===== src/rtl/switch_launcher.sv =====
// rtl/switch_launcher.sv - switch-driven launcher: sync/debounce, range check, start/busy handshake, timeout, latched result
module switch_launcher #(
    parameter int IN_W     = 16,
    parameter int ARG_W    = 5,
    parameter int ARG_MAX  = 24,
    parameter int OUT_W    = 16,
    parameter int DEBOUNCE = 4,
    parameter int TIMEOUT  = 0
) (
    input  logic             clk,
    input  logic             nrst,
    input  logic [IN_W-1:0]  in,
    input  logic             rerun,
    output logic             k_start,
    output logic [ARG_W-1:0] k_arg,
    input  logic             k_busy,
    input  logic [OUT_W-1:0] k_result,
    output logic [OUT_W-1:0] out,
    output logic             done,
    output logic             err_range,
    output logic             err_timeout
);

    localparam int CNT_W  = $clog2(DEBOUNCE + 1);
    localparam int TCNT_W = (TIMEOUT == 0) ? 1 : $clog2(TIMEOUT + 1);
    localparam logic [CNT_W-1:0]  CNT_MAX   = CNT_W'(DEBOUNCE);
    localparam logic [TCNT_W-1:0] TCNT_LAST = TCNT_W'((TIMEOUT == 0) ? 0 : TIMEOUT - 1);
    localparam logic [31:0]       ARG_MAX_U = 32'(ARG_MAX);

    typedef enum logic [1:0] {
        S_IDLE,
        S_LAUNCH,
        S_RUN
    } state_t;

    state_t            state_q, state_d;
    logic [ARG_W-1:0]  s1_q, s1_d;
    logic [ARG_W-1:0]  s2_q, s2_d;
    logic [CNT_W-1:0]  cnt_q, cnt_d;
    logic [TCNT_W-1:0] tcnt_q, tcnt_d;
    logic [ARG_W-1:0]  last_arg_q, last_arg_d;
    logic              last_vld_q, last_vld_d;
    logic [ARG_W-1:0]  k_arg_q, k_arg_d;
    logic              k_start_q, k_start_d;
    logic [OUT_W-1:0]  out_q, out_d;
    logic              done_q, done_d;
    logic              err_range_q, err_range_d;
    logic              err_timeout_q, err_timeout_d;

    logic        stable;
    logic        in_range;
    logic        want_launch;
    logic [31:0] s2_ext;

    // Upper switch bits are not part of the argument.
    generate
        if (IN_W > ARG_W) begin : g_unused
            logic unused_in_hi;
            assign unused_in_hi = ^in[IN_W-1:ARG_W];
        end
    endgenerate

    assign s2_ext      = 32'(s2_q);
    assign stable      = (cnt_q == CNT_MAX);
    assign in_range    = (s2_ext <= ARG_MAX_U);
    assign want_launch = stable && !k_busy && (!last_vld_q || (s2_q != last_arg_q) || rerun);

    always_comb begin
        state_d       = state_q;
        s1_d          = in[ARG_W-1:0];
        s2_d          = s1_q;
        cnt_d         = cnt_q;
        tcnt_d        = tcnt_q;
        last_arg_d    = last_arg_q;
        last_vld_d    = last_vld_q;
        k_arg_d       = k_arg_q;
        k_start_d     = 1'b0;
        out_d         = out_q;
        done_d        = 1'b0;
        err_range_d   = err_range_q;
        err_timeout_d = err_timeout_q;

        // Debounce counts cycles since the synchronised value last moved.
        if (s2_d != s2_q) begin
            cnt_d = '0;
        end else if (cnt_q != CNT_MAX) begin
            cnt_d = cnt_q + CNT_W'(1);
        end

        if (stable && in_range) begin
            err_range_d = 1'b0;
        end

        case (state_q)
            S_IDLE: begin
                if (want_launch) begin
                    if (!in_range) begin
                        err_range_d = 1'b1;
                    end else begin
                        k_arg_d       = s2_q;
                        k_start_d     = 1'b1;
                        last_arg_d    = s2_q;
                        last_vld_d    = 1'b1;
                        err_range_d   = 1'b0;
                        err_timeout_d = 1'b0;
                        tcnt_d        = '0;
                        state_d       = S_LAUNCH;
                    end
                end
            end
            S_LAUNCH: begin
                state_d = S_RUN;
            end
            S_RUN: begin
                if (!k_busy) begin
                    out_d   = k_result;
                    done_d  = 1'b1;
                    state_d = S_IDLE;
                end else if ((TIMEOUT != 0) && (tcnt_q == TCNT_LAST)) begin
                    // Abandon the run; IDLE holds off until the kernel drops busy.
                    err_timeout_d = 1'b1;
                    state_d       = S_IDLE;
                end else begin
                    tcnt_d = tcnt_q + TCNT_W'(1);
                end
            end
            default: begin
                state_d = S_IDLE;
            end
        endcase
    end

    always_ff @(posedge clk or negedge nrst) begin
        if (!nrst) begin
            state_q       <= S_IDLE;
            s1_q          <= '0;
            s2_q          <= '0;
            cnt_q         <= '0;
            tcnt_q        <= '0;
            last_arg_q    <= '0;
            last_vld_q    <= 1'b0;
            k_arg_q       <= '0;
            k_start_q     <= 1'b0;
            out_q         <= '0;
            done_q        <= 1'b0;
            err_range_q   <= 1'b0;
            err_timeout_q <= 1'b0;
        end else begin
            state_q       <= state_d;
            s1_q          <= s1_d;
            s2_q          <= s2_d;
            cnt_q         <= cnt_d;
            tcnt_q        <= tcnt_d;
            last_arg_q    <= last_arg_d;
            last_vld_q    <= last_vld_d;
            k_arg_q       <= k_arg_d;
            k_start_q     <= k_start_d;
            out_q         <= out_d;
            done_q        <= done_d;
            err_range_q   <= err_range_d;
            err_timeout_q <= err_timeout_d;
        end
    end

    assign k_start     = k_start_q;
    assign k_arg       = k_arg_q;
    assign out         = out_q;
    assign done        = done_q;
    assign err_range   = err_range_q;
    assign err_timeout = err_timeout_q;

endmodule


===== config.mk =====
export PLATFORM = sky130hd
export DESIGN_NAME = switch_launcher
export DESIGN_NICKNAME = d
export VERILOG_FILES = /design/src/rtl/switch_launcher.sv
export SDC_FILE = /design/constraint.sdc
export NUM_CORES = 1
export LEC_CHECK = 0
export ABC_AREA = 1
export BUFFER_PORTS_ARGS = -buffer_cell sky130_fd_sc_hd__buf_2
export CAP_MARGIN = 40
export CORE_ASPECT_RATIO = 0.9
export CORE_MARGIN = 2
export CORE_UTILIZATION = 52
export DETAILED_ROUTE_END_ITERATION = 10
export PLACE_DENSITY_LB_ADDON = 0.1
export SLEW_MARGIN = 10
export SYNTH_ARGS = -nofsm -noshare
export SYNTH_HDL_FRONTEND = slang
export SYNTH_SLANG_ARGS = --single-unit

===== constraint.sdc =====
create_clock -name clk -period 3.3 [get_ports clk]
set_input_delay 0.165 -clock clk [delete_from_list [all_inputs] [get_ports clk]]
set_output_delay 0.165 -clock clk [all_outputs]
set_load 0.005 [all_outputs]

==> run summary <==
# Post-CTS Setup Buffers = 0
CTS tree = done
worst-margin pin slew = 626 ps
CP required = 3530 ps
sequential share of the synthesized area = 59.9%
FP Rows = 19
antenna violations before repair = 0
cell area after layout = 0.00208 mm^2
final WL = 2920 um
Sink Count = 40
first-iteration detailed-routing DRC count = 42
Syn Area/Cell = 9.55 um^2
n_diodes = 0
fill count = 245
routed vias/inst = 4.60
largest family of logic cells by synthesized area = simple AND/OR/NAND/NOR gates
f_max = 646 MHz
number of buffers created by CTS = 5
Top Ports = 61
post-layout min period = 1550 ps
mux cell area share after synthesis = 0%
Yosys reg bits = 40
final period utilization = 46.9%
Die H = 57.8 um
Startpoint Class = flop
Setup Viol. Count Final = 0
Setup Total Neg Slack = 0 ps
final non-filler cell total = 276
Max-cap violations = 0
main area contributors after synthesis = dfrtp_1 60%, nand2_1 16%, o21ai_2 2.6%
Total GRT Usage = 18.3%
Total Nets Final = 271
Synth Net Count = 213
worst-skew pair later-pin latency = 330 ps
largest net degree at the start of global routing = 41
RSZ-0062 raised after global routing = false
H-tree Lvls = 2
fin. max-slew vios = 0
area fraction of the dominant cell type after synthesis = 59.9%
Arr. time, crit path = 1780 ps
Hold/Removal Path Class = input pin to flop
Post-DRT Antenna Nets = 0
nature of the critical path endpoint = flop
total grt overflow = 0
PnR worst setup slack = 1750 ps
global-route wire length before repair = 5110 um
skew final = 5.82 ps
placed insts = 261
CTS root buffer = clkbuf_4
worst vdd ir = 287 uV
post-synth cell types = 24
adder-cell share of the synthesized area = 1.50%
core area = 0.00307 mm^2
pre-CTS WS = 1760 ps
xor/xnor cell area share of the yosys netlist = 3.67%
DPL Wire Length = 2160 um
drt pass-1 iters = 7
status = finished clean
Placer Congestion = 0.758
Fin. Hold Viols = 0
initial core utilization = 54.5%
Yosys top cell by area = dfrtp_1
Area Overhead vs Synth = 24.6%
Slew headroom = 58.1%
Netlist Area Pre-Place = 0.00167 mm^2
simple-gate portion of the synthesized area = 23.3%
Yosys Warn Count = 0
vias in the first global route = 1263
die footprint = 0.00368 mm^2
I/O Buffers = 48
die width = 63.8 um
pwr dens = 431 mW/mm^2
layout cells sized above 1 = 34.2%
placed inst area = 0.00193 mm^2
post-synthesis compound-gate area fraction = 4.72%
WL per Instance = 10.6 um
Synth Instances = 175
P_leak = 1.14 nW
Clock transition at path regs = 110 ps
WS Path Type = flop to flop
CP max FO = 18
Residual DRC = 0
Vias = 1270
Clock Tree Buf Depth = 2
## power by group
part,switching [mW],internal [mW]
sequential,0.0115,0.506
clock,0.150,0.159
combinational,0.0349,0.0352
## final timing paths
kind                                        start                      to  slack (ps)  cells after the start
setup reg to reg           state_q[0]$_DFFE_PN0P_      out[5]$_DFFE_PN0P_        1750                      4
hold / removal                        k_result[7]      out[7]$_DFFE_PN0P_          30                      3
min in group asynchronous                    nrst  last_vld_q$_DFFE_PN0P_         250                      2
max in group asynchronous                    nrst       s2_q[3]$_DFF_PN0_        2610                      3
setup / recovery           state_q[0]$_DFFE_PN0P_      out[5]$_DFFE_PN0P_        1750                      4
hold reg to reg                 s1_q[2]$_DFF_PN0_       s2_q[2]$_DFF_PN0_         400                      0
## state kept, by name (all words and copies together), names as in the netlist, 2 cells and up
| signal | count |
|---|---|
| cnt_q | 3 |
| state_q | 2 |
| out | 16 |
| s1_q | 5 |
| k_arg | 5 |
| s2_q | 5 |
## logic make-up (layout without fill, tap and decap cells)
family	Yosys count	in the layout
buf+inv	24	83
flops	40	40
simple gates	90	90
xor+xnor	7	7
other cells	1	1
compound gates	11	11
fa+ha+maj	2	2
## per-stage QoR
step                hold slack (ps)  total power, mW  util (%)
floorplan                      -131            0.553         -
global placement                272            0.587      62.8
detailed placement              274            0.591      62.8
CTS                            16.8            0.905      67.3
global route                   2.42            0.947      67.9
finish                         26.5            0.897      67.9
## cell type report
class                      instances  area, um^2  share of cell area, %
sequential                        40        1000                   48.0
multi-input combinational        111         558                   26.8
timing repair buffer              55         320                   15.4
inverter                          20        75.1                   3.60
tap                               42        52.6                   2.52
clock buffer                       6        41.3                   1.98
clock inverter                     2        35.0                   1.68
## cells in the mapped netlist
library cell / number
buf_4: 1
o21ai_0: 1
nand3_2: 1
xnor2_1: 4
dfrtp_1: 40
nand2_1: 71
xor2_1: 3
nor2_2: 2
a21oi_1: 3
inv_1: 10
a21oi_2: 1
a31oi_1: 1
nand2_2: 3
nand3_1: 3
buf_12: 1
nand4_1: 1
o21ai_2: 5
nand3_4: 1
nor3_4: 1
inv_2: 10
nor2_1: 7
conb_1: 1
ha_1: 2
buf_2: 2
## timing repair
action | CTS | global route
resized for setup | 0 | 0
hold endpoints to repair | 45 | 0
hold buffers | 6 | 0
## worst max-delay path: stages, from the launching register on
cell and delay [ps]:
dfrtp_1 430, nor3_4 570, inv_2 270, nand2_1 120, nand2_1 60
## metal layers
layer	track usage, %	vias to the layer above	share of wire (%)
met3	6.99	2	5.0
li1	-	647	-
met5	0	-	0
met2	33.7	34	52
met1	20.1	587	42
met4	4.66	0	0.55
## placed cells by master, fill, tap and decap left out, drive strengths merged
| cell type | count |
|---|---|
| clkinv | 1 |
| conb | 1 |
| nand2 | 74 |
| nand3 | 5 |
| dlygate4sd3 | 6 |
| nor2 | 9 |
| o21ai | 6 |
| nand4 | 1 |
| a21oi | 4 |
| bufinv | 1 |
| inv | 20 |
| buf | 49 |
| dfrtp | 40 |
| clkbuf | 6 |
| ha | 2 |
| xor2 | 3 |
| a31oi | 1 |
| xnor2 | 4 |
| nor3 | 1 |
Power figures use the tool's default switching activity.
